<file path="config.mk">
export PLATFORM = sky130hd
export DESIGN_NAME = vga_timing_gen
export DESIGN_NICKNAME = d
export VERILOG_FILES = /design/src/rtl/vga_pkg.sv /design/src/rtl/vga_axis_counter.sv /design/src/rtl/vga_timing_gen.sv
export SDC_FILE = /design/constraint.sdc
export NUM_CORES = 1
export LEC_CHECK = 0
export BUFFER_PORTS_ARGS = -buffer_cell sky130_fd_sc_hd__buf_2
export CAP_MARGIN = 20
export CORE_MARGIN = 8
export CORE_UTILIZATION = 51
export DETAILED_ROUTE_END_ITERATION = 12
export GPL_TIMING_DRIVEN = 0
export HOLD_SLACK_MARGIN = 0.1
export PLACE_DENSITY = 0.79
export SYNTH_ARGS = -nofsm -noshare
export SYNTH_HDL_FRONTEND = slang
export SYNTH_SLANG_ARGS = --single-unit
</file>
<file path="constraint.sdc">
create_clock -name clk_50 -period 2.4 [get_ports clk_50]
set_input_delay 0.48 -clock clk_50 [delete_from_list [all_inputs] [get_ports clk_50]]
set_output_delay 0.48 -clock clk_50 [all_outputs]
set_load 0.03 [all_outputs]
</file>
<file path="src/rtl/vga_pkg.sv">
// vga_pkg: 640x480@60 timing constants, colour and per-pixel control types.
// Shared by vga_axis_counter and vga_timing_gen. Option: VGA_TEST_PATTERN_EN.
package vga_pkg;

  localparam int H_VIS   = 640;
  localparam int H_FP    = 16;
  localparam int H_SYNC  = 96;
  localparam int H_BP    = 48;
  localparam int H_TOTAL = H_VIS + H_FP + H_SYNC + H_BP;

  localparam int V_VIS   = 480;
  localparam int V_FP    = 10;
  localparam int V_SYNC  = 2;
  localparam int V_BP    = 33;
  localparam int V_TOTAL = V_VIS + V_FP + V_SYNC + V_BP;

  localparam logic SYNC_ACTIVE = 1'b0;

  typedef struct packed {
    logic [3:0] b;
    logic [3:0] g;
    logic [3:0] r;
  } rgb12_t;

  typedef struct packed {
    logic       vis;
    logic       hs;
    logic       vs;
`ifdef VGA_TEST_PATTERN_EN
    logic [2:0] bar;
`endif
  } pix_ctl_t;

  function automatic pix_ctl_t ctl_rst();
    pix_ctl_t c;
    c    = '0;
    c.hs = ~SYNC_ACTIVE;
    c.vs = ~SYNC_ACTIVE;
    return c;
  endfunction

`ifdef VGA_TEST_PATTERN_EN
  // Bar index bits map straight onto R, G, B full scale.
  function automatic rgb12_t bar_color(
    input logic [2:0] i
  );
    rgb12_t c;
    c.r = {4{i[0]}};
    c.g = {4{i[1]}};
    c.b = {4{i[2]}};
    return c;
  endfunction
`endif

endpackage

</file>
<file path="src/rtl/vga_axis_counter.sv">
// vga_axis_counter: one raster axis, 0..MAX wrapping, with sync window decode.
// Ports: clk, rst_n, en in; wrap (en at MAX), cnt [9:0], sync (in window) out.
module vga_axis_counter #(
  parameter int MAX        = 799,
  parameter int SYNC_START = 656,
  parameter int SYNC_END   = 751
) (
  input  logic       clk,
  input  logic       rst_n,
  input  logic       en,
  output logic       wrap,
  output logic [9:0] cnt,
  output logic       sync
);

  assign wrap = en && (cnt == 10'(MAX));
  assign sync = (cnt >= 10'(SYNC_START)) &&
                (cnt <= 10'(SYNC_END));

  always_ff @(posedge clk or negedge rst_n) begin
    if (!rst_n) begin
      cnt <= '0;
    end else if (en) begin
      cnt <= wrap ? '0 : cnt + 10'd1;
    end
  end

endmodule

</file>
<file path="src/rtl/vga_timing_gen.sv">
// vga_timing_gen: VGA raster driver; clk_50 -> pixel_clk/pix_en, X/Y, syncs, pin RGB.
// In: clk_50, rst_n, pixel_color. Out: pixel_clk, pix_en, X_pix, Y_pix, H/V_visible,
// pixel_cnt, frame_start, VGA_BUS_R/G/B, VGA_HS, VGA_VS. Option: VGA_TEST_PATTERN_EN.
module vga_timing_gen
  import vga_pkg::*;
#(
  parameter int H_VIS_P   = H_VIS,
  parameter int H_FP_P    = H_FP,
  parameter int H_SYNC_P  = H_SYNC,
  parameter int H_BP_P    = H_BP,
  parameter int V_VIS_P   = V_VIS,
  parameter int V_FP_P    = V_FP,
  parameter int V_SYNC_P  = V_SYNC,
  parameter int V_BP_P    = V_BP,
  parameter int COLOR_DLY = 1
) (
  input  logic        clk_50,
  input  logic        rst_n,
  input  logic [11:0] pixel_color,
  output logic        pixel_clk,
  output logic        pix_en,
  output logic [9:0]  X_pix,
  output logic [9:0]  Y_pix,
  output logic        H_visible,
  output logic        V_visible,
  output logic [9:0]  pixel_cnt,
  output logic        frame_start,
  output logic [3:0]  VGA_BUS_R,
  output logic [3:0]  VGA_BUS_G,
  output logic [3:0]  VGA_BUS_B,
  output logic        VGA_HS,
  output logic        VGA_VS
);

  localparam int HT = H_VIS_P + H_FP_P + H_SYNC_P + H_BP_P;
  localparam int VT = V_VIS_P + V_FP_P + V_SYNC_P + V_BP_P;

  logic h_wrap, v_wrap, v_en;
  logic h_sync, v_sync;

  // pix_en lags the toggle so it is high while pixel_clk is low,
  // i.e. in the clk_50 cycle just before pixel_clk rises.
  always_ff @(posedge clk_50 or negedge rst_n) begin
    if (!rst_n) begin
      pixel_clk <= 1'b0;
      pix_en    <= 1'b0;
    end else begin
      pixel_clk <= ~pixel_clk;
      pix_en    <= pixel_clk;
    end
  end

  assign v_en = pix_en && h_wrap;

  vga_axis_counter #(
    .MAX        (HT - 1),
    .SYNC_START (H_VIS_P + H_FP_P),
    .SYNC_END   (H_VIS_P + H_FP_P + H_SYNC_P - 1)
  ) u_h (
    .clk   (clk_50),
    .rst_n (rst_n),
    .en    (pix_en),
    .wrap  (h_wrap),
    .cnt   (X_pix),
    .sync  (h_sync)
  );

  vga_axis_counter #(
    .MAX        (VT - 1),
    .SYNC_START (V_VIS_P + V_FP_P),
    .SYNC_END   (V_VIS_P + V_FP_P + V_SYNC_P - 1)
  ) u_v (
    .clk   (clk_50),
    .rst_n (rst_n),
    .en    (v_en),
    .wrap  (v_wrap),
    .cnt   (Y_pix),
    .sync  (v_sync)
  );

  assign H_visible = X_pix < 10'(H_VIS_P);
  assign V_visible = Y_pix < 10'(V_VIS_P);

  always_ff @(posedge clk_50 or negedge rst_n) begin
    if (!rst_n) begin
      pixel_cnt   <= '0;
      frame_start <= 1'b0;
    end else if (pix_en) begin
      if (h_wrap) begin
        pixel_cnt <= '0;
      end else if (H_visible &&
                   pixel_cnt < 10'(H_VIS_P)) begin
        pixel_cnt <= pixel_cnt + 10'd1;
      end
      // Registered so it is high exactly while X=Y=0.
      frame_start <= h_wrap && v_wrap;
    end
  end

  pix_ctl_t cur, tap;

  always_comb begin
    cur     = ctl_rst();
    cur.vis = H_visible && V_visible;
    cur.hs  = h_sync ? SYNC_ACTIVE : ~SYNC_ACTIVE;
    cur.vs  = v_sync ? SYNC_ACTIVE : ~SYNC_ACTIVE;
`ifdef VGA_TEST_PATTERN_EN
    cur.bar = 3'(X_pix / 10'd80);
`endif
  end

  // COLOR_DLY-1 stages here; the pin register is the last stage.
  generate
    if (COLOR_DLY > 1) begin : g_dly
      pix_ctl_t dly [COLOR_DLY-1];
      always_ff @(posedge clk_50 or negedge rst_n) begin
        if (!rst_n) begin
          for (int i = 0; i < COLOR_DLY-1; i++)
            dly[i] <= ctl_rst();
        end else if (pix_en) begin
          dly[0] <= cur;
          for (int i = 1; i < COLOR_DLY-1; i++)
            dly[i] <= dly[i-1];
        end
      end
      assign tap = dly[COLOR_DLY-2];
    end else begin : g_nodly
      assign tap = cur;
    end
  endgenerate

  rgb12_t src;
`ifdef VGA_TEST_PATTERN_EN
  assign src = bar_color(tap.bar);
`else
  assign src = rgb12_t'(pixel_color);
`endif

  always_ff @(posedge clk_50 or negedge rst_n) begin
    if (!rst_n) begin
      VGA_BUS_R <= '0;
      VGA_BUS_G <= '0;
      VGA_BUS_B <= '0;
      VGA_HS    <= ~SYNC_ACTIVE;
      VGA_VS    <= ~SYNC_ACTIVE;
    end else if (pix_en) begin
      VGA_BUS_R <= tap.vis ? src.r : 4'd0;
      VGA_BUS_G <= tap.vis ? src.g : 4'd0;
      VGA_BUS_B <= tap.vis ? src.b : 4'd0;
      VGA_HS    <= tap.hs;
      VGA_VS    <= tap.vs;
    end
  end

endmodule

</file>
==> results.txt, run 1 <==
----------------------------------------------------
[Status]
  Result of the run ... complete, no violations

[Die]
  Core Box Area ... 4060 um2
  Initial Utilization ... 53.3%
  Die Area ... 6590 um2
  Die Width ... 81.2 um
  Overall die height ... 81.2 um
  Num ports ... 63
  Row cnt ... 23

[Clock tree]
  Resize count post-CTS ... 0
  CTS max path bufs ... 2
  Number of sinks on the clock net ... 47
  Number of hold buffers added after CTS ... 0
  Post-CTS clock slew at the launch and capture registers of the worst setup and hold paths ... 0.09 ns
  Setup repair bufs after CTS ... 0
  Clock tree from TritonCTS ... done
  Clock latency on the worst-skew pair ... 0.30 ns
  Total CTS buffers ... 5
  Clock root cell ... sky130_fd_sc_hd__clkbuf_8
  CTS HTree Levels ... 2

[Place]
  Cell count after placement ... 318
  Final HPWL DP ... 3680 um
  Routability Congestion ... 0.796
  Quantity of I/O buffers inserted on ports ... 62

[Worst setup path]
  Worst r2r dst ... u_v.cnt[9]
  Data arrival time of the critical path ... 2.31 ns
  CP Class ... reg2reg
  Kind of end point of the critical path ... register
  Slowest stage cell, crit path ... sky130_fd_sc_hd__or3_4
  Biggest fanout along the worst timing path ... 10
  Category of the worst setup path launch point ... register
  Ordered cell list for the critical path ... ha_1 -> nand4_2 -> or3_4 -> clkbuf_1 -> o31ai_1 -> a21oi_1
  Worst endpoint required time ... 2.57 ns
  Register-to-register setup slack ... 0.26 ns
  R2R cell count ... 6
  Capturing instance or port of the critical path ... u_v.cnt[9]
  CP max stage delay ... 0.49 ns
  Reg-to-reg critical path startpoint ... u_h.cnt[1]
  Crit path from ... u_h.cnt[1]

[Routing]
  Total Wirelength ... 5140 um
  Via/cell ratio ... 5.50
  Total number of vias ... 1804
  Average detailed-routed wire length per instance ... 15.7 um
  Initial DRC Count ... 99
  DRC errors left ... 0
  Number of optimization iterations in the first detailed-route pass ... 4
  Residual antenna-violating net count after detailed routing ... 0

[Cells and area]
  Relative area change from synthesis to final layout ... 22.7%
  # fillers ... 334
  Cell Count, Final, Fillers Out ... 328
  Share of post-route cells with drive strength above 1 ... 28.1%
  Ant. Diodes ... 0
  Total number of nets in the final design ... 296

[Yosys]
  Number of register bits inferred by synthesis ... 47
  Post-synth EDFFs ... 0
  Dominant cell type by area after synthesis ... sky130_fd_sc_hd__dfrtp_1
  Top cell type's share of synthesized area ... 52.0%
  Yosys warns ... 0
  Top area cells in the synthesized netlist ... sky130_fd_sc_hd__dfrtp_1, sky130_fd_sc_hd__a22o_1, sky130_fd_sc_hd__nand3_1
  Count of mapped cells out of synthesis ... 206
  Synthesized netlist net count ... 225
  Synth unique cells ... 39
  Sequential cell area fraction in the yosys report ... 54.5%
  Fraction of synthesis flops using an asynchronous set or reset pin ... 100%
  Top_reg_cell synth ... sky130_fd_sc_hd__dfrtp_1
  Mean Syn Cell Area ... 10.5 um2
  Cell area after technology mapping ... 2160 um2

[GRT]
  Antenna violations before repair ... 0
  Largest net degree at the start of global routing ... 48
  Global-route wire length before repair ... 8450 um
  Global-route congestion overflow total ... 0
  Overall routing resource usage ... 16.4%
  Vias in the first global route ... 1766

[STA]
  Number of setup violations in the final report ... 0
  Ratio of final minimum period to clock period ... 89.2%
  Max-slew violation total from the final report ... 0
  Max Freq ... 467 MHz
  Slew @ Worst Pin ... 0.644 ns
  Setup total negative slack ... 0 ns
  Hold violation total from the final report ... 0
  Max-slew headroom ... 56.7%
  RSZ-0062 raised after global routing ... no
  Final critical-path required period ... 2.14 ns
  Clock skew ... 0.00490 ns

[Worst hold path]
  Class of the worst hold path ... in2reg

[Power and ir drop]
  Static Leakage ... 1.33 nW
  Peak ir drop on the vdd network ... 0.000432 V
  Pwr/cell area ... 509 nW/um2

[Job]
  MaxCap Viol Count ... 0

----------------------------------------------------
## Yosys cell counts, types with 6 or more instances
cell type / number
sky130_fd_sc_hd__a21oi_1: 6
sky130_fd_sc_hd__a22o_1: 12
sky130_fd_sc_hd__clkbuf_1: 6
sky130_fd_sc_hd__dfrtp_1: 45
sky130_fd_sc_hd__inv_1: 11
sky130_fd_sc_hd__nand2_1: 11
sky130_fd_sc_hd__nand3_1: 19
sky130_fd_sc_hd__nor2_1: 15
sky130_fd_sc_hd__nor3_1: 7
sky130_fd_sc_hd__o21ai_0: 10
sky130_fd_sc_hd__xnor2_1: 9
## placed cells by master, fill, tap and decap left out, drive strengths merged, types with 2 or more instances in the layout
master    instances
a22o             12
nand2            11
a41oi             2
nor4              3
or4               2
dfstp             2
xnor2             9
nand4             5
nor3              7
o21ai            11
a21o              2
a21oi             6
dfrtp            45
nor4b             2
ha                5
inv              11
and3              5
buf              66
or3               2
clkinvlp          2
nand4b            2
nor2             15
nand3            19
clkbuf           11
xor2              4
o31ai             4
mux2i             2
## how the worst min path moves through the flow
stage                   startpoint            to  slack (ns)  cells past startpoint
CTS                          rst_n  pixel_cnt[8]        0.38                      1
global route        pixel_color[4]  VGA_BUS_G[0]        0.38                      2
floorplan                    rst_n  VGA_BUS_B[0]        0.18                      0
detailed placement       pixel_clk        pix_en        0.39                      0
finish              pixel_color[7]  VGA_BUS_G[3]        0.39                      2
global placement         pixel_clk        pix_en        0.39                      0
## where the power goes
part           internal, mW  switching (mW)  leakage [nW]
clock                 0.203           0.269        0.0402
combinational        0.0272          0.0459         0.693
sequential            0.802         0.00553         0.597
total                  1.03           0.321          1.33
## sequential cells by signal (all words and copies together), names as in the netlist
name,cells
VGA_BUS_B,4
VGA_BUS_G,4
VGA_BUS_R,4
VGA_HS,1
VGA_VS,1
frame_start,1
pix_en,1
pixel_clk,1
pixel_cnt,10
u_h.cnt,10
u_v.cnt,10
## per-stage QoR
step	power, mW	setup WS (ns)	cell area, um2	hold WS, ns	util, %
2_1_floorplan	0.854	0.163	2160	0.184	-
3_3_place_gp	0.891	0.346	2540	0.392	62.5
3_5_place_dp	0.893	0.291	2540	0.389	62.5
4_1_cts	1.37	0.261	2630	0.383	64.7
5_1_grt	1.42	0.0887	2660	0.382	65.5
6_report	1.35	0.260	2660	0.393	65.5
## cell families (layout without fill, tap and decap cells)
| group | after synthesis | count (layout) | share of synthesized area, % |
|---|---|---|---|
| buf+inv | 20 | 92 | 3.93 |
| fa+ha+maj | 5 | 5 | 2.89 |
| xor+xnor | 13 | 13 | 5.26 |
| compound gates | 42 | 42 | 13.5 |
| simple gates | 77 | 77 | 19.0 |
| flops | 47 | 47 | 54.5 |
| mux | 2 | 2 | 0.925 |
## critical path: cells and delay by family, from the launching register on
kind / cells / cell delay (ns)
adder cells (fa/ha/maj): 1 / 0.22
buffers and inverters: 1 / 0.25
AO/OA/AOI/OAI: 2 / 0.38
AND/OR/NAND/NOR: 2 / 0.74
flip-flops: 1 / 0.41
## routing by layer
layer,share of wire [%],global-route usage [%],vias up
li1,-,-,880
met1,44,20.9,863
met2,48,25.6,57
met3,6.9,5.30,4
met4,1.0,5.54,0
met5,0,0,-
## layout make-up
| class | instances | area [um2] | share of cell area, % |
|---|---|---|---|
| Tap cell | 50 | 62.6 | 2.36 |
| Multi-Input combinational cell | 139 | 901 | 33.9 |
| Timing Repair Buffer | 64 | 340 | 12.8 |
| Clock buffer | 5 | 68.8 | 2.59 |
| Inverter | 11 | 41.3 | 1.55 |
| Clock inverter | 3 | 20.0 | 0.754 |
| Sequential cell | 47 | 1180 | 44.4 |
| Buffer | 9 | 43.8 | 1.65 |
Power figures use the tool's default switching activity.
==> run 2: changes to the inputs <==
- ABC_AREA: default -> 1
- CORE_UTILIZATION: 51 -> 53
- PLACE_DENSITY: 0.79 -> 0.8
==> run 2 against run 1 <==
Net effect: first-iteration DRC count shrank 29%; total power grew 1.5%; final area grew 13%; global-route usage grew 1.5 points; critical path type is now reg2out; critical endpoint is now H_visible.
==> results.txt, run 2 <==
----------------------------------------------------
[Status]
  Result of the run ... complete, no violations

[GRT]
  Vias in the first global route ... 2361
  Global-route congestion overflow total ... 0
  Largest net degree at the start of global routing ... 48
  Overall routing resource usage ... 17.9%
  Global-route wire length before repair ... 10600 um
  Antenna violations before repair ... 0

[Place]
  Cell count after placement ... 443
  Final HPWL DP ... 4530 um
  Routability Congestion ... 0.899
  Quantity of I/O buffers inserted on ports ... 62
  Setup slack at placement ... 0.640 ns

[Clock tree]
  Clock root cell ... sky130_fd_sc_hd__clkbuf_8
  CTS max path bufs ... 2
  CTS HTree Levels ... 2
  Setup repair bufs after CTS ... 0
  Post-CTS clock slew at the launch and capture registers of the worst setup and hold paths ... 0.10 ns
  Total CTS buffers ... 5
  Clock tree from TritonCTS ... done
  Number of hold buffers added after CTS ... 0
  Resize count post-CTS ... 0
  Clock latency on the worst-skew pair ... 0.31 ns
  Number of sinks on the clock net ... 47

[STA]
  Hold violation total from the final report ... 0
  Slew @ Worst Pin ... 0.589 ns
  Max-slew violation total from the final report ... 0
  Worst Slack Setup Final ... 0.292 ns
  Number of setup violations in the final report ... 0
  Final critical-path required period ... 2.11 ns
  Ratio of final minimum period to clock period ... 87.8%
  Clock skew ... 0.0103 ns
  Worst hold margin ... 0.155 ns
  Setup total negative slack ... 0 ns
  Max-slew headroom ... 60.7%
  Max Freq ... 474 MHz
  RSZ-0062 raised after global routing ... no

[Cells and area]
  Relative area change from synthesis to final layout ... 19.9%
  Top library cells by usage in the layout, fill and taps aside ... sky130_fd_sc_hd__nand2_1, sky130_fd_sc_hd__buf_2, sky130_fd_sc_hd__dfrtp_1, sky130_fd_sc_hd__nor2_1, sky130_fd_sc_hd__inv_1
  Ant. Diodes ... 0
  Total number of nets in the final design ... 416
  Share of post-route cells with drive strength above 1 ... 20.9%
  Leading registers by flop count ... pixel_cnt x10, u_h.cnt x10, u_v.cnt x10
  Most common cell after layout, fill and taps aside ... sky130_fd_sc_hd__nand2_1
  Cell Count, Final, Fillers Out ... 452

[Yosys]
  Adder and majority cell fraction of the synthesized area ... 2.49%
  Top_reg_cell synth ... sky130_fd_sc_hd__dfrtp_1
  Cell area after technology mapping ... 2510 um2
  Most instantiated cells after synthesis ... sky130_fd_sc_hd__nand2_1, sky130_fd_sc_hd__dfrtp_1, sky130_fd_sc_hd__nor2_1
  Simple-gate share of the synthesized area ... 32.9%
  Most numerous cell in the Yosys netlist ... sky130_fd_sc_hd__nand2_1
  Synthesized netlist net count ... 346
  Top cell type's share of synthesized area ... 44.9%
  Number of register bits inferred by synthesis ... 47
  Post-synth EDFFs ... 0
  Dominant combinational cell family by area after synthesis ... simple AND/OR/NAND/NOR gates
  Sequential cell area fraction in the yosys report ... 47.0%
  Top area cells in the synthesized netlist ... sky130_fd_sc_hd__dfrtp_1, sky130_fd_sc_hd__nand2_1, sky130_fd_sc_hd__nor2_1
  Synthesized-area fraction occupied by ao, oa, aoi and oai cells ... 7.98%
  Synth unique cells ... 28
  Multiplexer area fraction after synthesis ... 0%
  Mean Syn Cell Area ... 7.67 um2
  Fraction of synthesis flops using an asynchronous set or reset pin ... 100%
  Count of mapped cells out of synthesis ... 327
  Post-Synth XOR/XNOR Area ... 3.14%
  Yosys warns ... 0
  Dominant cell type by area after synthesis ... sky130_fd_sc_hd__dfrtp_1

[Worst setup path]
  Biggest fanout along the worst timing path ... 8
  Capturing instance or port of the critical path ... H_visible
  Stages on the worst setup path ... 3
  Ordered cell list for the critical path ... clkbuf_1 -> o21ai_0 -> buf_2
  Slowest stage cell, crit path ... sky130_fd_sc_hd__o21ai_0
  CP Class ... reg2out
  Cell type group with the largest total delay on the critical path ... buffers and inverters
  Worst r2r dst ... pixel_cnt[6]
  Kind of end point of the critical path ... output pin
  Register-to-register setup slack ... 0.68 ns
  Worst endpoint required time ... 1.92 ns
  Category of the worst setup path launch point ... register
  CP max stage delay ... 0.47 ns
  CP bufs+invs ... 2
  Reg-to-reg critical path startpoint ... u_h.cnt[7]
  Crit path from ... u_h.cnt[7]
  R2R cell count ... 9
  Data arrival time of the critical path ... 1.63 ns

[Power and ir drop]
  Clock share of power ... 36.0%
  Net switching fraction of the power ... 24.8%
  Sequential share of power ... 58.7%
  Internal Pwr Total ... 1.03 mW
  Sum of internal, switching and leakage power ... 1.37 mW
  Peak ir drop on the vdd network ... 0.000314 V
  Static Leakage ... 1.55 nW
  Combinational power share ... 5.2%
  Psw ... 340 uW
  Pwr/cell area ... 457 nW/um2

[Die]
  Num ports ... 63
  Die Area ... 7190 um2
  Initial Utilization ... 54.2%
  Overall die height ... 84.8 um
  Core Box Area ... 4630 um2
  Die Width ... 84.8 um
  Row cnt ... 25

[Routing]
  DRC errors left ... 0
  Initial DRC Count ... 70
  Residual antenna-violating net count after detailed routing ... 0
  Total Wirelength ... 6160 um
  Total number of vias ... 2394
  Average detailed-routed wire length per instance ... 13.6 um
  Number of optimization iterations in the first detailed-route pass ... 4
  Via/cell ratio ... 5.30

[Worst hold path]
  Class of the worst hold path ... in2async

[Job]
  MaxCap Viol Count ... 0

----------------------------------------------------
==> run 2: layout make-up <==
| class | instances | area [um2] |
|---|---|---|
| Timing Repair Buffer | 63 | 338 |
| Clock inverter | 3 | 23.8 |
| Inverter | 34 | 128 |
| Multi-Input combinational cell | 239 | 1170 |
| Sequential cell | 47 | 1180 |
| Fill cell | 420 | 1620 |
| Tap cell | 54 | 67.6 |
| Buffer | 7 | 35.0 |
| Clock buffer | 5 | 68.8 |
==> run 2: logic make-up after synthesis <==
logic type,after synthesis
and+or+nand+nor,187
adders and majority gates,5
buffers and inverters,41
AOI/OAI and AO/OA,38
DFF,47
xor gates and xnor gates,9
==> run 2: worst min-delay path by stage <==
stage              start            to  slack, ns  depth (start not counted)
2_1_floorplan      rst_n  VGA_BUS_B[0]       0.18                          0
3_5_place_dp   pixel_clk        pix_en       0.38                          0
6_report           rst_n  VGA_BUS_R[1]       0.16                          1
4_1_cts            rst_n  VGA_BUS_R[0]       0.38                          1
5_1_grt            rst_n  VGA_BUS_R[1]       0.18                          1
3_3_place_gp   pixel_clk        pix_en       0.38                          0
==> run 2: power by group through the flow <==
stage               clock network (mW)  registers, mW  logic, mW
floorplan                            0          0.844    0.00698
CTS                              0.514          0.807     0.0678
global route                     0.545          0.808     0.0801
detailed placement                   0          0.822     0.0676
finish                           0.495          0.807     0.0718
global placement                     0          0.822     0.0670
==> run 2: stage by stage <==
step           instance area [um2]  util, %
6_report                      3010     64.9
3_3_place_gp                  2890     62.4
4_1_cts                       2980     64.4
2_1_floorplan                 2510        -
3_5_place_dp                  2890     62.4
5_1_grt                       3010     64.9
==> run 2: metal layers <==
metal / global-route usage, % / routed length [um] / part of all wire (%) / up-vias
met5: 0 / 0 / 0 / -
met4: 5.66 / 61 / 0.99 / 0
met3: 6.15 / 512 / 8.3 / 5
met2: 29.3 / 2910 / 47 / 78
met1: 21.4 / 2680 / 43 / 1121
li1: - / - / - / 1190
